## src/rtl/camellia_pkg.sv

```systemverilog
// camellia_pkg: shared types and constants for the two-channel camellia core scheduler.
package camellia_pkg;
   localparam int BLK_W = 128;
   localparam int KEY_W = 256;
   localparam logic [1:0] KS_128 = 2'b00;
   localparam logic [1:0] KS_192 = 2'b01;
   localparam logic [1:0] KS_256 = 2'b10;
   typedef enum logic [2:0] {IDLE, KEY, BLK, RUN, RSP} state_t;
endpackage

```

## src/rtl/camellia_arbiter_if.sv

```systemverilog
// camellia_arbiter_if: requester-side and core-side handshakes of the arbiter.
interface camellia_arbiter_if;
   import camellia_pkg::*;
   logic [1:0]         i_kwrite;
   logic [KEY_W-1:0]   i_key;
   logic [1:0]         i_key_size;
   logic               i_encrypt;
   logic [1:0]         i_req_valid;
   logic [2*BLK_W-1:0] i_req_block;
   logic [1:0]         o_req_ready;
   logic [1:0]         o_rsp_valid;
   logic [BLK_W-1:0]   o_rsp_data;
   logic [1:0]         i_rsp_ready;
   logic               o_core_reset_n;
   logic               o_core_kvalid;
   logic [KEY_W-1:0]   o_core_key;
   logic [1:0]         o_core_key_size;
   logic               o_core_encrypt;
   logic               i_core_kready;
   logic               o_core_pvalid;
   logic [BLK_W-1:0]   o_core_block;
   logic               i_core_pready;
   logic               i_core_valid;
   logic [BLK_W-1:0]   i_core_data;
   logic               o_core_ready;

   modport slave (
      input  i_kwrite, i_key, i_key_size, i_encrypt, i_req_valid, i_req_block, i_rsp_ready,
             i_core_kready, i_core_pready, i_core_valid, i_core_data,
      output o_req_ready, o_rsp_valid, o_rsp_data, o_core_reset_n, o_core_kvalid, o_core_key,
             o_core_key_size, o_core_encrypt, o_core_pvalid, o_core_block, o_core_ready
   );
   modport master (
      output i_kwrite, i_key, i_key_size, i_encrypt, i_req_valid, i_req_block, i_rsp_ready,
             i_core_kready, i_core_pready, i_core_valid, i_core_data,
      input  o_req_ready, o_rsp_valid, o_rsp_data, o_core_reset_n, o_core_kvalid, o_core_key,
             o_core_key_size, o_core_encrypt, o_core_pvalid, o_core_block, o_core_ready
   );
endinterface

```

## src/rtl/camellia_rr_arb2.sv

```systemverilog
// camellia_rr_arb2: two-way round-robin grant; ptr wins when it requests.
module camellia_rr_arb2 (
   input  logic [1:0] i_req,
   input  logic       i_ptr,
   output logic       o_any,
   output logic       o_gnt
);
   assign o_any = |i_req;
   assign o_gnt = i_req[i_ptr] ? i_ptr : ~i_ptr;
endmodule

```

## src/rtl/camellia_arbiter.sv

```systemverilog
// camellia_arbiter: shares one camellia core between two requesters, reloading the
// core key only when the granted channel's context is not already resident.
module camellia_arbiter
   import camellia_pkg::*;
(
   input logic i_clk,
   input logic i_reset,
   camellia_arbiter_if.slave bus
);
   state_t           r_state;
   logic             r_gnt, r_ptr, r_loaded_vld, r_loaded_ch;
   logic [KEY_W-1:0] r_key [2];
   logic [1:0]       r_size [2];
   logic [1:0]       r_enc, r_dirty;
   logic             w_any, w_gnt, w_reload;
   logic [1:0]       w_gnt_oh;

   camellia_rr_arb2 u_arb (.i_req(bus.i_req_valid), .i_ptr(r_ptr), .o_any(w_any), .o_gnt(w_gnt));

   // A write landing in the grant cycle also forces a reload.
   assign w_reload = !r_loaded_vld || r_loaded_ch != w_gnt || r_dirty[w_gnt] || bus.i_kwrite[w_gnt];
   assign w_gnt_oh = r_gnt ? 2'b10 : 2'b01;

   always_ff @(posedge i_clk) begin
      if (i_reset) begin
         r_state      <= IDLE;
         r_gnt        <= 1'b0;
         r_ptr        <= 1'b0;
         r_loaded_vld <= 1'b0;
         r_loaded_ch  <= 1'b0;
         r_key        <= '{default: '0};
         r_size       <= '{default: '0};
         r_enc        <= 2'b00;
         r_dirty      <= 2'b00;
      end else begin
         case (r_state)
            IDLE: if (w_any) begin
               r_gnt   <= w_gnt;
               r_ptr   <= ~w_gnt;
               r_state <= w_reload ? KEY : BLK;
            end
            KEY: if (bus.i_core_kready) begin
               r_loaded_vld   <= 1'b1;
               r_loaded_ch    <= r_gnt;
               r_dirty[r_gnt] <= 1'b0;
               r_state        <= BLK;
            end
            BLK: if (bus.i_core_pready) r_state <= RUN;
            RUN: if (bus.i_core_valid) r_state <= RSP;
            RSP: if (bus.i_core_valid && bus.i_rsp_ready[r_gnt]) r_state <= IDLE;
            default: r_state <= IDLE;
         endcase
         // Later assignment wins, so a write during the key handshake keeps dirty set.
         for (int c = 0; c < 2; c++) begin
            if (bus.i_kwrite[c]) begin
               r_key[c]   <= bus.i_key;
               r_size[c]  <= bus.i_key_size;
               r_enc[c]   <= bus.i_encrypt;
               r_dirty[c] <= 1'b1;
            end
         end
      end
   end

   assign bus.o_core_reset_n  = ~i_reset;
   assign bus.o_core_kvalid   = r_state == KEY;
   assign bus.o_core_pvalid   = r_state == BLK;
   assign bus.o_core_key      = (r_state == KEY) ? r_key[r_gnt] : '0;
   assign bus.o_core_key_size = (r_state == KEY) ? r_size[r_gnt] : KS_128;
   assign bus.o_core_encrypt  = (r_state == KEY || r_state == BLK) && r_enc[r_gnt];
   assign bus.o_core_block    = (r_state != BLK) ? '0 :
                                r_gnt ? bus.i_req_block[2*BLK_W-1:BLK_W] : bus.i_req_block[BLK_W-1:0];
   assign bus.o_req_ready     = (r_state == BLK && bus.i_core_pready) ? w_gnt_oh : 2'b00;
   assign bus.o_rsp_valid     = (r_state == RSP) ? w_gnt_oh : 2'b00;
   assign bus.o_rsp_data      = bus.i_core_data;
   assign bus.o_core_ready    = r_state == RSP && bus.i_rsp_ready[r_gnt];
endmodule

```

## src/flat_wrapper.sv

```systemverilog
// flat-port wrapper written by rule: the top's interface ports become plain ports
module camellia_arbiter_flat import camellia_pkg::*;
  (i_clk, i_reset, bus_i_kwrite, bus_i_key, bus_i_key_size, bus_i_encrypt, bus_i_req_valid, bus_i_req_block, bus_i_rsp_ready, bus_i_core_kready, bus_i_core_pready, bus_i_core_valid, bus_i_core_data, bus_o_req_ready, bus_o_rsp_valid, bus_o_rsp_data, bus_o_core_reset_n, bus_o_core_kvalid, bus_o_core_key, bus_o_core_key_size, bus_o_core_encrypt, bus_o_core_pvalid, bus_o_core_block, bus_o_core_ready);
  camellia_arbiter_if bus_i ();
  input logic i_clk;
  input logic i_reset;
  input wire logic [$bits(bus_i.i_kwrite)-1:0] bus_i_kwrite;
  input wire logic [$bits(bus_i.i_key)-1:0] bus_i_key;
  input wire logic [$bits(bus_i.i_key_size)-1:0] bus_i_key_size;
  input wire logic [$bits(bus_i.i_encrypt)-1:0] bus_i_encrypt;
  input wire logic [$bits(bus_i.i_req_valid)-1:0] bus_i_req_valid;
  input wire logic [$bits(bus_i.i_req_block)-1:0] bus_i_req_block;
  input wire logic [$bits(bus_i.i_rsp_ready)-1:0] bus_i_rsp_ready;
  input wire logic [$bits(bus_i.i_core_kready)-1:0] bus_i_core_kready;
  input wire logic [$bits(bus_i.i_core_pready)-1:0] bus_i_core_pready;
  input wire logic [$bits(bus_i.i_core_valid)-1:0] bus_i_core_valid;
  input wire logic [$bits(bus_i.i_core_data)-1:0] bus_i_core_data;
  output wire logic [$bits(bus_i.o_req_ready)-1:0] bus_o_req_ready;
  output wire logic [$bits(bus_i.o_rsp_valid)-1:0] bus_o_rsp_valid;
  output wire logic [$bits(bus_i.o_rsp_data)-1:0] bus_o_rsp_data;
  output wire logic [$bits(bus_i.o_core_reset_n)-1:0] bus_o_core_reset_n;
  output wire logic [$bits(bus_i.o_core_kvalid)-1:0] bus_o_core_kvalid;
  output wire logic [$bits(bus_i.o_core_key)-1:0] bus_o_core_key;
  output wire logic [$bits(bus_i.o_core_key_size)-1:0] bus_o_core_key_size;
  output wire logic [$bits(bus_i.o_core_encrypt)-1:0] bus_o_core_encrypt;
  output wire logic [$bits(bus_i.o_core_pvalid)-1:0] bus_o_core_pvalid;
  output wire logic [$bits(bus_i.o_core_block)-1:0] bus_o_core_block;
  output wire logic [$bits(bus_i.o_core_ready)-1:0] bus_o_core_ready;
  assign bus_i.i_kwrite = bus_i_kwrite;
  assign bus_i.i_key = bus_i_key;
  assign bus_i.i_key_size = bus_i_key_size;
  assign bus_i.i_encrypt = bus_i_encrypt;
  assign bus_i.i_req_valid = bus_i_req_valid;
  assign bus_i.i_req_block = bus_i_req_block;
  assign bus_i.i_rsp_ready = bus_i_rsp_ready;
  assign bus_i.i_core_kready = bus_i_core_kready;
  assign bus_i.i_core_pready = bus_i_core_pready;
  assign bus_i.i_core_valid = bus_i_core_valid;
  assign bus_i.i_core_data = bus_i_core_data;
  assign bus_o_req_ready = bus_i.o_req_ready;
  assign bus_o_rsp_valid = bus_i.o_rsp_valid;
  assign bus_o_rsp_data = bus_i.o_rsp_data;
  assign bus_o_core_reset_n = bus_i.o_core_reset_n;
  assign bus_o_core_kvalid = bus_i.o_core_kvalid;
  assign bus_o_core_key = bus_i.o_core_key;
  assign bus_o_core_key_size = bus_i.o_core_key_size;
  assign bus_o_core_encrypt = bus_i.o_core_encrypt;
  assign bus_o_core_pvalid = bus_i.o_core_pvalid;
  assign bus_o_core_block = bus_i.o_core_block;
  assign bus_o_core_ready = bus_i.o_core_ready;
  camellia_arbiter u_core (.i_clk(i_clk), .i_reset(i_reset), .bus(bus_i));
endmodule
```

## config.mk

```make
export PLATFORM = sky130hd
export DESIGN_NAME = camellia_arbiter_flat
export DESIGN_NICKNAME = d
export VERILOG_FILES = /design/src/rtl/camellia_pkg.sv /design/src/rtl/camellia_arbiter_if.sv /design/src/rtl/camellia_rr_arb2.sv /design/src/rtl/camellia_arbiter.sv /design/src/flat_wrapper.sv
export SDC_FILE = /design/constraint.sdc
export NUM_CORES = 1
export LEC_CHECK = 0
export ABC_AREA = 0
export CAP_MARGIN = 20
export CORE_AREA = 2 2 454 456
export DETAILED_ROUTE_END_ITERATION = 7
export DIE_AREA = 0 0 456 458
export PLACE_DENSITY_LB_ADDON = 0.08
export SYNTH_ARGS = -nofsm -noshare
export SYNTH_HDL_FRONTEND = slang
export SYNTH_SLANG_ARGS = --single-unit
export TNS_END_PERCENT = 20
```

## constraint.sdc

```tcl
create_clock -name i_clk -period 2.95 [get_ports i_clk]
set_clock_uncertainty 0.05 [all_clocks]
set_input_delay 0.7375 -clock i_clk [delete_from_list [all_inputs] [get_ports i_clk]]
set_output_delay 0.7375 -clock i_clk [all_outputs]
set_load 0.03 [all_outputs]
```

After elaboration in Yosys (flattened, before gate mapping) --
Cells that the tools add are included. Widths: inputs -> output; s select.
Cells by class: bitwise gates (word level) 6, order comparisons 5, reduce and logical (&&, ||, !) cells 21, multiplexer cells 37, equal/unequal tests 11
Operator list (count):
- $mux 256 | 4
- $mux 128 | 2
- $mux 2 | 10
- $mux 3 | 5
- $pmux 3 s5 | 1
- $mux 1 | 14
- $ne 2x2->1 const B | 4
- $reduce_and 2->1 | 4
- $reduce_bool 2->1 | 4
- $eq 3x2->1 const B | 2
- $lt 1x2->1 const B | 3
- $logic_and 1x1->1 | 5
- $reduce_and 5->1 | 1
- $logic_or 1x1->1 | 4
- $eq 3x1->1 const B | 1
- $eq 3x3->1 const B | 1
- $logic_not 3->1 | 1
- $ne 3x2->1 const B | 1
- $not 1->1 | 3
- $and 2x2->2 | 1
- $ge 2x2->1 const B | 1
- $ne 2x1->1 const B | 1
- $not 1->2 | 1
- $not 2->2 | 1
- other kinds (5) | 5
Storage, ports and cells: output and inout port bits 523, register bits after elaboration 527, logic and storage cells 93

Depth between registers and ports, before layout --
word-level depth 10, gate-level depth with buffers 7

By module --
Synthesis repeated with hierarchy kept, for this count alone.
Unflattened totals: cell total of the unflattened synthesis 2726, area, all modules 25831.0 sq um
By module, submodules not included:
- camellia_arbiter | instances 1, cells an instance 2723, area an instance 25811.0 sq um, sequential area each 10550.1 sq um
- camellia_rr_arb2 | instances 1, cells an instance 3, area an instance 20.0 sq um, sequential area each 0.0 sq um

Worst setup path after synthesis --
Ideal clock, no wire load.
path kind in2out, start in i_reset, end out bus_o_core_reset_n, cell stages on the path 4, arrival 1.679 ns, setup slack 0.484 ns, required time 2.162 ns, cell sequence clkbuf_1 clkbuf_1 clkbuf_1 inv_1
Between the ends: word-level cells in the longest chain between the ends 1
Ends and longest elaborated chain:
- start: declaration | RTL line flat_wrapper.sv:6 | input logic i_reset;
- $not 1->1 | RTL line camellia_arbiter.sv:65 | assign bus.o_core_reset_n = ~i_reset;
- end: declaration | RTL line flat_wrapper.sv:21 | output wire logic [$bits(bus_i.o_core_reset_n)-1:0] bus_o_core_reset_n;
No other way between the ends.

Worst setup path in the final report --
start reg u_core.r_gnt, end out bus_o_core_key[72]
Between the ends: word-level cells in the longest chain between the ends 5
Ends and longest elaborated chain:
- start: declaration | RTL line camellia_arbiter.sv:11 | logic r_gnt, r_ptr, r_loaded_vld, r_loaded_ch;
- start signal: assignment | RTL line camellia_arbiter.sv:38 | r_gnt <= w_gnt;
- $not 1->2 (not written as such) | RTL line camellia_arbiter.sv:68 | assign bus.o_core_key = (r_state == KEY) ? r_key[r_gnt] : '0;
- $mux 256 (not written as such) (3 in series) | RTL line camellia_arbiter.sv:68
- $mux 256 | RTL line camellia_arbiter.sv:68
- end: declaration | RTL line flat_wrapper.sv:23 | output wire logic [$bits(bus_i.o_core_key)-1:0] bus_o_core_key;
No other way between the ends. The select of a mux whose other input is x is not followed.

==> flow_summary_export.csv <==
group,metric,value,unit
status,status,"finished with violations",
status,violations,"negative setup slack",
clock_tree,cts.sinks,527,
floorplanning,ios,1177,
sta,fin_crit_sh,103.9,%
sta,hold_viol_final,0,
global_routing,grt_start_max_net_pins,163,
sta,hold_ws,293.6,ps
floorplanning,die_y,458,um
global_routing,grt.overflow.total,0,
flow_run,maxCapViolCount,0,
sta,fin_crit,3064,ps
yosys,synth_seq_cells,527,
worst_setup_path,startpoint,"u_core.r_gnt",
yosys,syn_avg_cell_area,9.896,um2
yosys,synth_flop_cell,"dfxtp_1",
yosys,syn_nets,3381,
yosys,synth_edf_count,0,
yosys,syn_inst,2727,
global_routing,grt_util_all_layers,15.09,%
floorplanning,core_area,203800,um2
floorplanning,die_x,456,um
sta,fmax,326.3,MHz
yosys,ys_seq_area_share,39.09,%
worst_hold_path,hold_start,"i_reset",
global_routing,antenna_found_initial,66,
floorplanning,row_count,166,
worst_setup_path,cp_max_fo,15,
yosys,postSynth.asyncResetShare,0,%
pwr,peakVddDrop,0.3584,mV
final_layout,finalNetCount,4270,
placed_design,port-buffer-count,920,
clock_tree,clockRootBuffer,"clkbuf_16",
clock_tree,cts_tree,"yes",
worst_setup_path,cp-end-kind,"primary output",
final_layout,design_area,45270,um2
global_routing,grt_pass1_wl,217100,um
placed_design,preCtsSetupSlack,45.32,ps
yosys,synth_area_leaders,"dfxtp_1 39%, mux2i_1 34%, nor2_1 9.9%, nor2_4 7.6%, buf_4 3.6%",
worst_hold_path,hold_class,"in -> reg",
final_layout,area_delta_synth_final,67.77,%
detailed_routing,wirelength,166400,um
final_layout,layout-drive-gt1-share,31.68,%
sta,slew_headroom,37.12,%
placed_design,place.gp.congestion,0.7754,
floorplanning,die-area,208800,um2
worst_setup_path,reg2regPathDepth,7,
sta,setup_tns,-6921,ps
clock_tree,cts_hold_buf,0,
worst_setup_path,r2r_setup_slack,920,ps
yosys,ys_warn_count,0,
yosys,yosysTopAreaCell,"dfxtp_1",
clock_tree,clk_path_buf_depth,3,
yosys,synthesis.area,26990,um2
final_layout,fill_cells,22115,
worst_setup_path,worstSetupStartpointType,"flip-flop",
final_layout,stdcell_count,6368,
detailed_routing,viasPerCell,3.580,
placed_design,dp_cells,6147,
worst_setup_path,r2r_start,"u_core.r_gnt",
detailed_routing,via_count,22800,
clock_tree,clk_pin_slew_worst_paths,50,ps
worst_setup_path,path_class,"reg -> out",
yosys,synth.top_cell.area_share,39.09,%
final_layout,final_common_cell,"mux2i_1",
pwr,p_per_area,522.5,nW/um2
clock_tree,clk-insertion-delay-late,660,ps
sta,setup_viol,135,
worst_setup_path,critPathArrivalTime,2280,ps
detailed_routing,drt_iter0_drc,696,
worst_setup_path,endpoint,"bus_o_core_key[72]",
detailed_routing,drc,0,
worst_setup_path,crit_required,2160,ps
placed_design,post-dp-hpwl,127800,um
clock_tree,htreeDepth,3,
worst_setup_path,r2r_end,"u_core.r_state[2]",
sta,worst_slew_pin_slew,943.2,ps
sta,layout_setup_ws,-114.2,ps
pwr,p_leak,17.60,nW
detailed_routing,route.antenna.remaining_nets,0,
yosys,synth_cell_type_count,33,
detailed_routing,wl_per_cell,26.12,um
final_layout,layout.cells.most_common_list,"750 x mux2i_1, 619 x nor2_1, 523 x dfxtp_1",
detailed_routing,drtPass1Iterations,5,
global_routing,grt_pass1_vias,23609,
sta,slew_violations,0,
clock_tree,cts_buffers,76,
sta,rsz0062_at_grt,"yes",
floorplanning,start_util,13.24,%
placed_design,place_area,40110,um2
==> cells by family after synthesis <==
logic type,count (synthesis),synth area share (%)
AOI/OAI and AO/OA,19,0.4868
buffers and inverters,338,8.383
DFF,527,39.09
muxes,906,33.61
and+or+nand+nor,937,18.43
==> power breakdown <==
part / leakage, nW / switching [mW] / internal [mW]
clock: 1.25 / 3.80 / 5.57
combinational: 12.0 / 3.40 / 3.06
sequential: 4.35 / 0.266 / 7.56
==> cell usage after synthesis (2+ instances only) <==
master,instances
buf_2,120
dfxtp_1,527
nor2_2,18
nor2_1,715
nand3_1,2
nor2_4,182
buf_6,2
and3_1,2
buf_4,128
clkbuf_1,57
nand2_1,6
buf_1,4
inv_1,4
a21oi_1,9
and2b_1,2
nand2b_1,6
mux2i_1,906
buf_8,2
buf_12,20
o21ai_1,2
==> area by class of cell <==
cell class	count	area, um2	area share [%]
repair buffers	1143	12980	28.68
clock buffers	112	2250	4.969
well taps	2688	3363	7.428
clock inverters	24	275.3	0.6080
inverters	5	18.77	0.04145
flip-flops and latches	527	10560	23.32
multi-input cells	1863	15810	34.92
diodes	6	15.01	0.03316
==> how the worst min path moves through the flow <==
stage / depth (start not counted) / endpoint / slack [ps]
floorplan: 2 / u_core.r_loaded_vld / 400
global placement: 2 / u_core.r_key[392] / 420
detailed placement: 2 / u_core.r_loaded_ch / 430
CTS: 2 / u_core.r_key[310] / 200
global route: 2 / u_core.r_key[54] / 250
finish: 2 / u_core.r_key[310] / 290
==> stage by stage <==
step | util [%] | total power, mW
final | 22.22 | 23.65
after global routing | 22.22 | 24.87
after CTS | 21.45 | 23.82
after detailed placement | 19.68 | 13.65
after global placement | 19.68 | 13.66
after floorplan | - | 11.26
==> critical path, cell delays in order (launching register included) <==
cell and delay, ps:
dfxtp_4 390, buf_12 200, buf_12 210, mux2i_2 350
nor2_4 60, dlygate4sd2_1 360
==> registers in the layout, indices dropped and copies added, names as in the netlist <==
| register | cells |
|---|---|
| u_core.r_loaded_ch | 1 |
| u_core.r_ptr | 1 |
| u_core.r_size | 4 |
| u_core.r_enc | 2 |
| u_core.r_loaded_vld | 1 |
| u_core.r_dirty | 2 |
| u_core.r_state | 3 |
| u_core.r_gnt | 1 |
| u_core.r_key | 512 |
==> per-layer routing <==
metal  vias to the layer above  wire length, um  global-route usage (%)
li1                      10833                -                       -
met1                     10891            56940                   14.33
met2                       751            89680                   29.03
met3                       303            12320                   5.218
met4                        22             6733                   6.113
met5                         -              682                   1.952
==> repair_timing <==
item | 4_1_cts | 5_1_grt
endpoints found under the setup margin | 364 | 354
setup buffers | 13 | 47
pin swaps | 2 | 14
gates cloned | 7 | 13
resized for setup | 420 | 464
Note: power is estimated with default switching activity, not from simulation.
